[config.mk]
export PLATFORM = sky130hd
export DESIGN_NAME = traffic_light_cntrl_multi
export DESIGN_NICKNAME = d
export VERILOG_FILES = /design/src/rtl/traffic_light_cntrl_multi_pkg.sv /design/src/rtl/traffic_light_cntrl_multi_timer.sv /design/src/rtl/traffic_light_cntrl_multi.sv
export SDC_FILE = /design/constraint.sdc
export NUM_CORES = 1
export LEC_CHECK = 0
export ABC_CLOCK_PERIOD_IN_PS = 5350
export CAP_MARGIN = 20
export CORE_MARGIN = 5
export CORE_UTILIZATION = 60
export DETAILED_ROUTE_END_ITERATION = 10
export DONT_BUFFER_PORTS = 1
export GPL_ROUTABILITY_DRIVEN = 0
export PLACE_DENSITY = 0.88
export SLEW_MARGIN = 10
export SYNTH_ARGS = -nofsm -noshare
export SYNTH_HDL_FRONTEND = slang
export SYNTH_SLANG_ARGS = --single-unit
[constraint.sdc]
create_clock -name clk -period 5.35 [get_ports clk]
set_clock_uncertainty 0.15 [all_clocks]
set_input_delay 1.07 -clock clk [delete_from_list [all_inputs] [get_ports clk]]
set_output_delay 1.07 -clock clk [all_outputs]
set_load 0.01 [all_outputs]
[src/rtl/traffic_light_cntrl_multi_pkg.sv]
// Shared types for the multi-approach traffic controller: phase encoding,
// per-approach light codes and the round-robin demand search.
package traffic_pkg;

    typedef enum logic [1:0] {
        ALL_RED = 2'b00,
        GREEN   = 2'b01,
        YELLOW  = 2'b10,
        FLASH   = 2'b11
    } phase_e;

    localparam logic [1:0] LT_RED    = 2'b00;
    localparam logic [1:0] LT_YELLOW = 2'b01;
    localparam logic [1:0] LT_GREEN  = 2'b10;
    localparam logic [1:0] LT_OFF    = 2'b11;

    localparam int MAX_DIR = 32;

    // Scanning from the far end means the last hit wins, i.e. the approach
    // closest after cur in round-robin order. Returns -1 when nobody waits.
    function automatic int next_request(input logic [MAX_DIR-1:0] req,
                                        input int cur,
                                        input int num_dir);
        int result;
        int d;
        result = -1;
        for (int i = MAX_DIR; i >= 1; i--) begin
            if (i <= num_dir) begin
                d = (cur + i) % num_dir;
                if (req[d[4:0]]) begin
                    result = d;
                end
            end
        end
        return result;
    endfunction

endpackage

[src/rtl/traffic_light_cntrl_multi_timer.sv]
// Prescaled seconds timer: one-cycle sec_tick every TICK_DIV clocks and a
// saturating seconds count, both cleared together on clear.
module sec_tick_timer #(
    parameter int TICK_DIV = 50_000_000,
    parameter int SEC_W    = 8
) (
    input  logic             clk,
    input  logic             reset,
    input  logic             clear,
    output logic             sec_tick,
    output logic [SEC_W-1:0] seconds
);

    localparam int PW = (TICK_DIV > 1) ? $clog2(TICK_DIV) : 1;

    logic [PW-1:0] prescale;

    assign sec_tick = (prescale == PW'(TICK_DIV - 1));

    // Saturation keeps an indefinitely held green from wrapping back below
    // its minimum duration.
    always_ff @(posedge clk) begin
        if (reset || clear) begin
            prescale <= '0;
            seconds  <= '0;
        end else if (sec_tick) begin
            prescale <= '0;
            if (seconds != '1) begin
                seconds <= seconds + SEC_W'(1);
            end
        end else begin
            prescale <= prescale + PW'(1);
        end
    end

endmodule

[src/rtl/traffic_light_cntrl_multi.sv]
// Round-robin controller for NUM_DIR approaches with demand skip, green hold
// and flashing-yellow mode; all outputs come straight from registers.
module traffic_light_cntrl_multi
    import traffic_pkg::*;
#(
    parameter int NUM_DIR    = 4,
    parameter int TICK_DIV   = 50_000_000,
    parameter int GREEN_SEC  = 5,
    parameter int YELLOW_SEC = 2,
    parameter int ALLRED_SEC = 1,
    parameter int SKIP_EN    = 1,
    parameter int SEC_W      = 8
) (
    input  logic                       clk,
    input  logic                       reset,
    input  logic [NUM_DIR-1:0]         car_present,
    input  logic                       flash_mode,
    output logic [2*NUM_DIR-1:0]       lights,
    output logic [$clog2(NUM_DIR)-1:0] active_dir,
    output logic [1:0]                 phase
);

    localparam int DW = $clog2(NUM_DIR);

    phase_e             state;
    phase_e             state_nxt;
    logic [DW-1:0]      dir_nxt;
    logic               clear;
    logic               sec_tick;
    logic [SEC_W-1:0]   seconds;
    logic               flash_yel;
    logic               flash_yel_nxt;
    logic [MAX_DIR-1:0] demand;
    logic [MAX_DIR-1:0] others;
    int                 req_dir;
    logic               green_done;
    logic               yellow_done;
    logic               allred_done;

    sec_tick_timer #(
        .TICK_DIV (TICK_DIV),
        .SEC_W    (SEC_W)
    ) u_timer (
        .clk      (clk),
        .reset    (reset),
        .clear    (clear),
        .sec_tick (sec_tick),
        .seconds  (seconds)
    );

    assign green_done  = sec_tick && (int'(seconds) >= GREEN_SEC - 1);
    assign yellow_done = sec_tick && (int'(seconds) >= YELLOW_SEC - 1);
    assign allred_done = sec_tick && (int'(seconds) >= ALLRED_SEC - 1);
    assign phase       = state;

    function automatic logic [2*NUM_DIR-1:0] decode(input phase_e p,
                                                    input logic [DW-1:0] d,
                                                    input logic yel);
        logic [2*NUM_DIR-1:0] l;
        l = '0;
        for (int i = 0; i < NUM_DIR; i++) begin
            case (p)
                GREEN:   if (d == DW'(i)) l[2*i +: 2] = LT_GREEN;
                YELLOW:  if (d == DW'(i)) l[2*i +: 2] = LT_YELLOW;
                FLASH:   l[2*i +: 2] = yel ? LT_YELLOW : LT_OFF;
                default: l[2*i +: 2] = LT_RED;
            endcase
        end
        return l;
    endfunction

    // The timer clear is decided here so it lands on the same edge as the
    // phase change; an all-red re-evaluation with no demand also restarts it.
    always_comb begin
        demand                = '0;
        demand[NUM_DIR-1:0]   = car_present;
        others                = demand;
        others[active_dir]    = 1'b0;
        req_dir = (SKIP_EN != 0) ? next_request(demand, int'(active_dir), NUM_DIR)
                                 : (int'(active_dir) + 1) % NUM_DIR;
        state_nxt     = state;
        dir_nxt       = active_dir;
        clear         = 1'b0;
        flash_yel_nxt = flash_yel;
        if (flash_mode) begin
            if (state != FLASH) begin
                state_nxt     = FLASH;
                clear         = 1'b1;
                flash_yel_nxt = 1'b1;
            end else if (sec_tick) begin
                flash_yel_nxt = ~flash_yel;
            end
        end else begin
            unique case (state)
                FLASH: begin
                    state_nxt = ALL_RED;
                    clear     = 1'b1;
                end
                ALL_RED: if (allred_done) begin
                    clear = 1'b1;
                    if (req_dir >= 0) begin
                        state_nxt = GREEN;
                        dir_nxt   = DW'(req_dir);
                    end
                end
                GREEN: if (green_done && (SKIP_EN == 0 || (|others))) begin
                    state_nxt = YELLOW;
                    clear     = 1'b1;
                end
                YELLOW: if (yellow_done) begin
                    state_nxt = ALL_RED;
                    clear     = 1'b1;
                end
            endcase
        end
    end

    always_ff @(posedge clk) begin
        if (reset) begin
            state      <= ALL_RED;
            active_dir <= DW'(NUM_DIR - 1);
            flash_yel  <= 1'b1;
            lights     <= '0;
        end else begin
            state      <= state_nxt;
            active_dir <= dir_nxt;
            flash_yel  <= flash_yel_nxt;
            lights     <= decode(state_nxt, dir_nxt, flash_yel_nxt);
        end
    end

    function automatic int count_lit(input logic [2*NUM_DIR-1:0] l);
        int n;
        n = 0;
        for (int i = 0; i < NUM_DIR; i++) begin
            if (l[2*i +: 2] != LT_RED) n++;
        end
        return n;
    endfunction

    a_one_lit: assert property (@(posedge clk) disable iff (reset)
        (state != FLASH) |-> (count_lit(lights) <= 1));

endmodule
==> impl_metrics.yaml <==
cts:
  clk_latency_ps: 300
  cts_tree: "done"
  clock_path_buffers: 2
  cts_sinks: 47
  hold_buffers: 0
  htree_levels: 2
  root_buffer: "clkbuf_8"
  numCtsBuffers: 5
  cts_resized: 0
  post_cts_buffers: 0
  clkSlewWorstSetupHoldPaths_ps: 80
logic_synthesis:
  synth_compound_area_share_pct: 9.016
  synth.distinct_cells: 50
  yosysSeqAreaShare_pct: 38.74
  synth_area_mm2: 0.002429
  yosys.area_share.adder_pct: 4.637
  yosys_warnings: 0
  synth-edff-count: 0
  syn-num-nets: 303
  synth_seq_cells: 47
  synth_top_family_by_area: "simple AND/OR/NAND/NOR gates"
  synth_mux_area_share_pct: 2.164
  synthFlopType: "dfxtp_1"
  syn_area_per_cell_um2: 8.462
  synth_simple_gate_area_share_pct: 30.50
  synthXorXnorAreaFrac_pct: 11.18
  syn_inst: 287
  async_reset_ff_share_pct: 0
final_layout:
  final_common_cell: "nor2_1"
  areaGrowthSynthToFinish_pct: 5.822
  fillers: 338
  layout-drive-gt1-share_pct: 6.620
  nets: 302
  final_cell_mix: "nor2_1 (50), dfxtp_1 (47), nand2_1 (19), xor2_1 (16)"
  seq_area_um2: 940.9
  multiInputGateArea_mm2: 0.001396
  diodes: 0
drt:
  drtAntennaViolNets: 0
  m1WireLength_um: 2107
  top_layer_used: "met4"
  wl_um: 4700
  vias_per_cell: 5.742
  drtIter0Drc: 121
  wl_per_cell_um: 13.95
  drt_drc_violations_left: 0
  first_pass_iters: 4
  routed-wl-met3_um: 198
  met2_length_um: 2231
  vias: 1935
critical_path:
  required_ps: 5370
  crit_arrival_ps: 3310
  cp_max_fo: 20
  startpoint_type: "flop"
  critPathKind: "flop to flop"
  endpoint_kind: "flop"
placement:
  dp_hpwl_um: 3513
  pre_cts_ws_ps: 2033
  io_buffers: 0
min_path:
  hp-class: "flop to flop"
floorplanning:
  core-area_mm2: 0.003971
  die-area_mm2: 0.005420
  die_h_um: 73.62
  rows: 23
  top_level_ports: 19
  start_util_pct: 61.15
  die_x_um: 73.62
global_routing:
  grtUsageTotal_pct: 18.70
  grt_pass1_wl_um: 7983
  antenna_found_initial: 0
  grt_max_degree: 21
  grt_pass1_vias: 1854
  globalRouteOverflowTotal: 0
timing:
  worst_slack_ps: 2051
  hold_violations: 0
  fin_crit_ps: 3299
  worst_pin_slew_ps: 652.4
  slew_viol_final: 0
  period_share_pct: 61.67
  hold_slack_ps: 332.1
  setup_tns_ps: 0
  setup_viol: 0
  grt_setup_unrepaired: "no"
  fmax_ghz: 0.3031
  maxSlewHeadroom_pct: 56.49
run:
  cap_violations: 0
pwr:
  vdd_drop_max_mv: 0.2051
  p_leak_nw: 0.8876
  cellPowerDensity_mw_per_mm2: 254.8
  p_total_uw: 654.9
outcome:
  status: "finished, final reports clean"
[kinds of logic after synthesis]
logic type / after synthesis
flops: 47
xor+xnor: 31
buf+inv: 21
mux: 5
compound gates: 33
fa+ha+maj: 9
simple gates: 141
[per-stage QoR]
step,utilization (%),cells,instance area [µm²]
floorplan,-,287,2429
global placement,61.66,329,2449
detailed placement,61.66,329,2449
CTS,64.71,337,2570
global route,64.71,337,2570
finish,64.71,337,2570
[path summary, 6_finish.rpt]
path	endpoint	cells after the start	from	slack [ps]
setup reg to reg	u_timer.prescale[7]	8	u_timer.prescale[0]	2050
hold / removal	u_timer.prescale[0]	1	u_timer.prescale[0]	330
hold reg to reg	u_timer.prescale[0]	1	u_timer.prescale[0]	330
setup / recovery	u_timer.prescale[7]	8	u_timer.prescale[0]	2050
[where the power goes]
part / switching (mW) / leakage [nW] / internal, mW
clock: 0.117 / 0.0618 / 0.154
combinational: 0.0144 / 0.445 / 0.00910
sequential: 0.00638 / 0.381 / 0.354
total: 0.138 / 0.888 / 0.517
[layer usage]
layer | GRT usage (%) | up-vias
met4 | 10.66 | 0
met2 | 30.51 | 41
met1 | 22.10 | 892
met3 | 4.788 | 18
li1 | - | 984
met5 | 0 | -
[Yosys cell counts (3+ instances only)]
cell type / count / area (µm²)
buf_2: 4 / 20.02
xor2_1: 16 / 140.1
nand2b_1: 9 / 56.30
mux2i_1: 3 / 30.03
dfxtp_1: 47 / 940.9
nor4_1: 5 / 31.28
nand3_1: 15 / 75.07
a21oi_1: 9 / 45.04
xnor2_1: 15 / 131.4
nand4_1: 10 / 62.56
ha_1: 9 / 112.6
inv_1: 13 / 48.80
nor2_1: 50 / 187.7
nor3_1: 9 / 45.04
o21ai_0: 5 / 25.02
nand2_1: 19 / 71.32
and3_1: 3 / 18.77
a21boi_1: 3 / 22.52
[worst max-delay path, cell delays in order (launching register included)]
cell      delay (ps)
dfxtp_1          380
ha_1             260
nand4_4          150
or4_4            570
or2_1            250
o21ai_0          170
a221o_1          590
nand2b_1         520
nor2_1           120
[final cells by class]
type | count | share of cell area, %
clock inverters | 2 | 1.509
clock buffers | 6 | 3.213
well taps | 50 | 2.434
flip-flops and latches | 47 | 36.61
inverters | 13 | 1.899
multi-input cells | 219 | 54.33
[registers in the layout, indices dropped and copies added, names as in the netlist]
signal and cells:
u_timer.prescale 26, lights 8, u_timer.seconds 8, active_dir 2, phase 2, flash_yel 1
Power figures use the tool's default switching activity.
